<file path="config.mk">
export PLATFORM = sky130hd
export DESIGN_NAME = uart_rx_engine_flat
export DESIGN_NICKNAME = d
export VERILOG_FILES = /design/src/rtl/uart_rx_engine_if.sv /design/src/rtl/uart_rx_engine.sv /design/src/flat_wrapper.sv
export SDC_FILE = /design/constraint.sdc
export NUM_CORES = 1
export LEC_CHECK = 0
export CORE_MARGIN = 2
export CORE_UTILIZATION = 45
export DETAILED_ROUTE_END_ITERATION = 10
export PLACE_DENSITY_LB_ADDON = 0.08
export SLEW_MARGIN = 20
export SYNTH_ARGS = -nofsm -noshare
export SYNTH_HDL_FRONTEND = slang
export SYNTH_SLANG_ARGS = --single-unit
export TNS_END_PERCENT = 5
</file>
<file path="constraint.sdc">
create_clock -name clk -period 5.1 [get_ports clk]
set_clock_uncertainty 0.1 [all_clocks]
set_input_delay 1.02 -clock clk [delete_from_list [all_inputs] [get_ports clk]]
set_output_delay 1.02 -clock clk [all_outputs]
set_load 0.02 [all_outputs]
</file>
<file path="src/rtl/uart_rx_engine_if.sv">
// Host-side bundle for the UART receive engine: line input, frame
// configuration, read strobe and the received character with its status flags.
interface uart_rx_engine_if;
    logic [3:0] baud;
    logic       eight;
    logic       pen;
    logic       ohel;
    logic       RX;
    logic       rx_read;
    logic [7:0] rx_data;
    logic       rxrdy;
    logic       perr;
    logic       ferr;
    logic       ovf;

    modport master (
        output baud, eight, pen, ohel, RX, rx_read,
        input  rx_data, rxrdy, perr, ferr, ovf
    );

    modport slave (
        input  baud, eight, pen, ohel, RX, rx_read,
        output rx_data, rxrdy, perr, ferr, ovf
    );
endinterface

</file>
<file path="src/rtl/uart_rx_engine.sv">
// UART receiver: synchronizes RX, frames start/data/parity/stop bits using a
// mid-bit sampling counter, and presents the character with parity, framing
// and overrun status until the host reads it.
module uart_rx_engine #(
    parameter int unsigned CLK_HZ = 100000000
) (
    input  logic              clk,
    input  logic              rst,
    uart_rx_engine_if.slave   bus
);
    // Bit times in clocks, rounded to nearest, for each supported rate.
    localparam int unsigned BT_0 = (CLK_HZ + 150) / 300;
    localparam int unsigned BT_1 = (CLK_HZ + 600) / 1200;
    localparam int unsigned BT_2 = (CLK_HZ + 1200) / 2400;
    localparam int unsigned BT_3 = (CLK_HZ + 2400) / 4800;
    localparam int unsigned BT_4 = (CLK_HZ + 4800) / 9600;
    localparam int unsigned BT_5 = (CLK_HZ + 9600) / 19200;
    localparam int unsigned BT_6 = (CLK_HZ + 19200) / 38400;
    localparam int unsigned BT_7 = (CLK_HZ + 28800) / 57600;
    localparam int unsigned BT_8 = (CLK_HZ + 57600) / 115200;
    localparam int unsigned BT_9 = (CLK_HZ + 115200) / 230400;
    localparam int unsigned BT_A = (CLK_HZ + 230400) / 460800;
    localparam int unsigned BT_B = (CLK_HZ + 460800) / 921600;

    typedef enum logic [2:0] {IDLE, START, DATA, PARITY, STOP} state_t;

    state_t      state_q, state_d;
    logic [18:0] cnt_q, cnt_d;
    logic [3:0]  idx_q, idx_d;
    logic [7:0]  sh_q, sh_d;
    logic        par_q, par_d;
    logic [18:0] bt_q, bt_d;
    logic        eight_q, eight_d, pen_q, pen_d, ohel_q, ohel_d;
    logic        rx_s1, rx_s2;
    logic [18:0] bt_sel;
    logic        expire, last_bit, done, stop_bad, perr_new;
    logic [7:0]  data_q;
    logic        rxrdy_q, perr_q, ferr_q, ovf_q;

    // Decode the baud select code into a bit time.
    always_comb begin
        case (bus.baud)
            4'h0:    bt_sel = 19'(BT_0);
            4'h1:    bt_sel = 19'(BT_1);
            4'h2:    bt_sel = 19'(BT_2);
            4'h3:    bt_sel = 19'(BT_3);
            4'h4:    bt_sel = 19'(BT_4);
            4'h5:    bt_sel = 19'(BT_5);
            4'h6:    bt_sel = 19'(BT_6);
            4'h7:    bt_sel = 19'(BT_7);
            4'h8:    bt_sel = 19'(BT_8);
            4'h9:    bt_sel = 19'(BT_9);
            4'hA:    bt_sel = 19'(BT_A);
            4'hB:    bt_sel = 19'(BT_B);
            default: bt_sel = 19'(BT_0);
        endcase
    end

    // Two-flop synchronizer for the asynchronous serial line.
    always_ff @(posedge clk or negedge rst) begin
        if (!rst) begin
            rx_s1 <= 1'b1;
            rx_s2 <= 1'b1;
        end else begin
            rx_s1 <= bus.RX;
            rx_s2 <= rx_s1;
        end
    end

    // Frame state, bit timer, data shifter and per-frame configuration.
    always_ff @(posedge clk or negedge rst) begin
        if (!rst) begin
            state_q <= IDLE;
            cnt_q   <= '0;
            idx_q   <= '0;
            sh_q    <= '0;
            par_q   <= 1'b0;
            bt_q    <= '0;
            eight_q <= 1'b0;
            pen_q   <= 1'b0;
            ohel_q  <= 1'b0;
        end else begin
            state_q <= state_d;
            cnt_q   <= cnt_d;
            idx_q   <= idx_d;
            sh_q    <= sh_d;
            par_q   <= par_d;
            bt_q    <= bt_d;
            eight_q <= eight_d;
            pen_q   <= pen_d;
            ohel_q  <= ohel_d;
        end
    end

    // Next-state logic: half-bit wait into START, then one sample per bit time.
    always_comb begin
        state_d  = state_q;
        cnt_d    = cnt_q;
        idx_d    = idx_q;
        sh_d     = sh_q;
        par_d    = par_q;
        bt_d     = bt_q;
        eight_d  = eight_q;
        pen_d    = pen_q;
        ohel_d   = ohel_q;
        done     = 1'b0;
        stop_bad = 1'b0;
        expire   = (cnt_q <= 19'd1);
        last_bit = eight_q ? (idx_q == 4'd7) : (idx_q == 4'd6);
        case (state_q)
            IDLE: begin
                if (!rx_s2) begin
                    state_d = START;
                    bt_d    = bt_sel;
                    cnt_d   = bt_sel >> 1;
                    eight_d = bus.eight;
                    pen_d   = bus.pen;
                    ohel_d  = bus.ohel;
                    idx_d   = '0;
                    sh_d    = '0;
                    par_d   = 1'b0;
                end
            end
            START: begin
                if (!expire) begin
                    cnt_d = cnt_q - 19'd1;
                end else if (!rx_s2) begin
                    state_d = DATA;
                    cnt_d   = bt_q;
                end else begin
                    state_d = IDLE;
                    cnt_d   = '0;
                end
            end
            DATA: begin
                if (!expire) begin
                    cnt_d = cnt_q - 19'd1;
                end else begin
                    sh_d[idx_q[2:0]] = rx_s2;
                    idx_d = idx_q + 4'd1;
                    cnt_d = bt_q;
                    if (last_bit) state_d = pen_q ? PARITY : STOP;
                end
            end
            PARITY: begin
                if (!expire) begin
                    cnt_d = cnt_q - 19'd1;
                end else begin
                    par_d   = rx_s2;
                    cnt_d   = bt_q;
                    state_d = STOP;
                end
            end
            STOP: begin
                if (!expire) begin
                    cnt_d = cnt_q - 19'd1;
                end else begin
                    done     = 1'b1;
                    stop_bad = !rx_s2;
                    cnt_d    = '0;
                    state_d  = IDLE;
                end
            end
            default: begin
                state_d = IDLE;
                cnt_d   = '0;
            end
        endcase
    end

    assign perr_new = pen_q & ((^sh_q ^ par_q) != ohel_q);

    // Host-visible character and status; a completing frame takes priority over a read.
    always_ff @(posedge clk or negedge rst) begin
        if (!rst) begin
            data_q  <= '0;
            rxrdy_q <= 1'b0;
            perr_q  <= 1'b0;
            ferr_q  <= 1'b0;
            ovf_q   <= 1'b0;
        end else if (done) begin
            data_q  <= sh_q;
            perr_q  <= perr_new;
            ferr_q  <= stop_bad;
            rxrdy_q <= 1'b1;
            ovf_q   <= rxrdy_q & ~bus.rx_read;
        end else if (bus.rx_read) begin
            rxrdy_q <= 1'b0;
            perr_q  <= 1'b0;
            ferr_q  <= 1'b0;
            ovf_q   <= 1'b0;
        end
    end

    assign bus.rx_data = data_q;
    assign bus.rxrdy   = rxrdy_q;
    assign bus.perr    = perr_q;
    assign bus.ferr    = ferr_q;
    assign bus.ovf     = ovf_q;
endmodule

</file>
<file path="src/flat_wrapper.sv">
// flat-port wrapper written by rule: the top's interface ports become plain ports
module uart_rx_engine_flat 
#(
    parameter int unsigned CLK_HZ = 100000000
)
  (clk, rst, bus_baud, bus_eight, bus_pen, bus_ohel, bus_RX, bus_rx_read, bus_rx_data, bus_rxrdy, bus_perr, bus_ferr, bus_ovf);
  uart_rx_engine_if bus_i ();
  input  logic clk;
  input  logic rst;
  input wire logic [$bits(bus_i.baud)-1:0] bus_baud;
  input wire logic [$bits(bus_i.eight)-1:0] bus_eight;
  input wire logic [$bits(bus_i.pen)-1:0] bus_pen;
  input wire logic [$bits(bus_i.ohel)-1:0] bus_ohel;
  input wire logic [$bits(bus_i.RX)-1:0] bus_RX;
  input wire logic [$bits(bus_i.rx_read)-1:0] bus_rx_read;
  output wire logic [$bits(bus_i.rx_data)-1:0] bus_rx_data;
  output wire logic [$bits(bus_i.rxrdy)-1:0] bus_rxrdy;
  output wire logic [$bits(bus_i.perr)-1:0] bus_perr;
  output wire logic [$bits(bus_i.ferr)-1:0] bus_ferr;
  output wire logic [$bits(bus_i.ovf)-1:0] bus_ovf;
  assign bus_i.baud = bus_baud;
  assign bus_i.eight = bus_eight;
  assign bus_i.pen = bus_pen;
  assign bus_i.ohel = bus_ohel;
  assign bus_i.RX = bus_RX;
  assign bus_i.rx_read = bus_rx_read;
  assign bus_rx_data = bus_i.rx_data;
  assign bus_rxrdy = bus_i.rxrdy;
  assign bus_perr = bus_i.perr;
  assign bus_ferr = bus_i.ferr;
  assign bus_ovf = bus_i.ovf;
  uart_rx_engine #(.CLK_HZ(CLK_HZ)) u_core (.clk(clk), .rst(rst), .bus(bus_i));
endmodule
</file>
==> reports/results.ini <==
[synthesis]
synthCells = 433
synth_area_per_cell_um2 = 9.322
seq_area_frac_synth_pct = 43.46
ys.flop_type = dfrtp_1
yosys_warnings = 0
ys_async_sr_fraction_pct = 100.0
syn_nets = 451
syn-cell-area_mm2 = 0.004036
yosysUniqueCellTypes = 67
synth-edff-count = 0
ys_ff_latch = 70

[timing]
slew_headroom_pct = 25.00
setup_tns_ps = 0
max_freq_ghz = 0.3565
final-hold-violation-count = 0
fin_crit_sh_pct = 54.99
slew_violations = 0
hold_ws_ps = 265.0
fin_crit_ps = 2805
rsz0062_at_grt = no
setup_viol = 0
worstMarginPinSlew_ps = 1117

[floorplan]
die_w_um = 98.71
pin_count = 23
core_area_mm2 = 0.008721
die_area_mm2 = 0.009744
rows = 34
start_util_pct = 46.28
fp.dieH_um = 98.71

[final_layout]
drive_above_1_share_pct = 11.33
layout.area.seq_mm2 = 0.001754
fillers = 815
area_growth_pct = 12.71
multiInputGateArea_mm2 = 0.002150
nNetsFinal = 463
stdcell_area_mm2 = 0.004549
antenna_cells = 0
fin_util_pct = 52.17

[routing]
wl_per_cell_um = 18.25
num_vias = 3337
drt_wl_total_um = 10190
drt-initial-drc-count = 325
postRouteAntennaNets = 0
drc_errors = 0
drtPass1Iterations = 5
via_per_inst = 5.980

[clock_tree]
root_buffer = clkbuf_8
insertion_delay_ps = 350
htree_levels = 3
cts_resized = 0
postCtsSetupRepairBufs = 0
path_clk_slew_ps = 80
cts_buffers = 9
cts_tree = yes
clock_sink_count = 70
clockBufferDepth = 2
hold_buffers = 0

[setup_path]
reg2reg_from = u_core.state_q[1]
reg2reg_slack_ps = 2370
crit_buf_inv = 2
path_delay_family = buffers and inverters
path_max_fanout = 7
required_ps = 5240
reg2regPathDepth = 5
slowest_stage = clkdlybuf4s50_1
arrival_ps = 2940
critical_path.max_stage_delay_ps = 610
cp.depth = 7
cp-start-kind = input pin
crit_type = in -> reg
critical_path.endpoint_type = register
crit_top_cell = nor2_1
r2r_end = u_core.cnt_q[7]
worstPathCellList = clkdlybuf4s50_1 -> inv_1 -> ha_1 -> nor2_1 -> o22ai_1 -> nor2_1 -> a2111o_1

[global_route]
grt_use_met2_pct = 32.03
grt_max_degree = 71
overflow = 0
grt_pass1_vias = 3229
met3_usage_pct = 2.908
busiest_layer = met1
antenna_found_initial = 0
grt_usage_pct = 22.10
met1_usage_pct = 34.17
grt_pass1_wl_um = 16970

[power]
clockPowerShare_pct = 22.9
combPwrFrac_pct = 38.0
pwr-share-seq_pct = 39.1
power_switching_uw = 968.9
finalPower_mw = 2.306
switching_share_pct = 42.01
power_density_mw_per_mm2 = 507.0
vdd.ir_drop.worst_mv = 0.2499
internal_power_mw = 1.338
p_leak_nw = 1.971

[placement]
gp_congestion = 0.8643
post_dp_cell_area_mm2 = 0.004310
numPortBuffers = 22
hpwl_um = 6946

[outcome]
status = finished clean

[min_path]
hold_class = reg -> reg
min_to = u_core.rx_s2
whs_path_depth = 0
min-delay-start = u_core.rx_s1

[flow_run]
drv_cap = 0

flip-flops by register name, indices dropped and copies added, names as in the netlist, 3 cells and up:
| name | flops |
|---|---|
| u_core.bt_q | 18 |
| u_core.bus.rx_data | 8 |
| u_core.cnt_q | 19 |
| u_core.idx_q | 4 |
| u_core.sh_q | 8 |
| u_core.state_q | 3 |
worst register-to-register path, stage by stage (launching register included):
cell	delay [ps]
dfrtp_1	920
nor2_1	180
nand2_1	750
a211oi_1	180
a21o_1	230
a211o_1	260
power groups by stage:
stage               clock, mW  sequential, mW  combinational, mW
global placement            0           0.905              0.856
global route            0.559           0.926              0.973
CTS                     0.536           0.896              0.871
floorplan                   0           0.826              0.705
finish                  0.528           0.901              0.878
detailed placement          0           0.906              0.866
logic make-up after synthesis:
group	count (synthesis)	synth area share, %
AND/OR/NAND/NOR	168	22.04
buffers and inverters	35	3.689
adder cells (fa/ha/maj)	7	2.170
multiplexers	15	3.968
AO/OA/AOI/OAI	121	20.99
XOR/XNOR	17	3.689
flip-flops	70	43.46
Yosys cell counts, drive strengths merged (4+ instances only):
| cell | count | share of area, % |
|---|---|---|
| mux2i | 7 | 1.7 |
| ha | 7 | 2.2 |
| clkbuf | 12 | 1.1 |
| dfrtp | 68 | 42 |
| buf | 11 | 1.5 |
| mux2 | 8 | 2.2 |
| a22oi | 7 | 1.3 |
| a21boi | 4 | 1.0 |
| a21o | 8 | 1.5 |
| a221o | 5 | 1.2 |
| nor3 | 16 | 3.1 |
| inv | 12 | 1.1 |
| nand2 | 70 | 6.5 |
| or3 | 7 | 1.2 |
| o211ai | 7 | 1.6 |
| xnor2 | 13 | 2.8 |
| nand4 | 5 | 1.3 |
| a21oi | 20 | 2.5 |
| xor2 | 4 | 0.87 |
| o2bb2ai | 5 | 1.1 |
| nor4 | 8 | 1.8 |
| nand3 | 15 | 1.9 |
| nor2 | 27 | 2.5 |
| o21ai | 37 | 4.8 |
per-layer routing:
layer | vias up | routed length (um)
li1 | 1601 | -
met2 | 98 | 4373
met5 | - | 0
met4 | 0 | 158
met1 | 1623 | 5175
met3 | 15 | 478
stage by stage:
| stage | instances | setup slack [ps] |
|---|---|---|
| after floorplan | 433 | 2870 |
| after global placement | 542 | 2048 |
| after detailed placement | 542 | 1946 |
| after CTS | 558 | 2317 |
| after global routing | 558 | 2130 |
| final | 558 | 2295 |
cells in the final DEF (no fill, tap or decap), types with 3 or more instances in the layout:
cell type / n
nand2_1: 70
dfrtp_1: 68
o21ai_0: 32
nor2_1: 27
clkdlybuf4s50_1: 21
a21oi_1: 20
nand3_1: 15
xnor2_1: 13
inv_1: 12
clkbuf_8: 11
nor3_1: 9
mux2_2: 8
a21o_1: 8
mux2i_1: 7
a22oi_1: 7
ha_1: 7
nor4_1: 6
o211ai_1: 6
or3_1: 6
o2bb2ai_1: 5
a221o_1: 5
nor3_4: 4
xor2_1: 4
nor3_2: 3
nand4_1: 3
a22o_1: 3
a31oi_1: 3
or4_1: 3
a21boi_0: 3
o31ai_1: 3
o21ai_1: 3
o22ai_1: 3
or3b_2: 3
nand2b_1: 3
buf_4: 3
layout make-up:
type | count | area share, %
inverter | 12 | 0.9901
tap | 108 | 2.970
timing repair buffer | 24 | 5.116
multi-input combinational | 328 | 47.25
clock buffer | 11 | 3.328
clock inverter | 5 | 1.788
sequential | 70 | 38.56
how the worst max path moves through the flow:
stage,slack (ps),end,startpoint
2_1_floorplan,2870,u_core.cnt_q[14],bus_baud[2]
3_5_place_dp,1950,u_core.cnt_q[11],bus_baud[1]
6_report,2300,u_core.cnt_q[11],bus_baud[1]
3_3_place_gp,2050,u_core.cnt_q[11],bus_baud[1]
5_1_grt,2130,u_core.cnt_q[7],u_core.state_q[1]
4_1_cts,2320,u_core.cnt_q[11],bus_baud[1]
No activity file was read; power rests on OpenSTA's default activity.
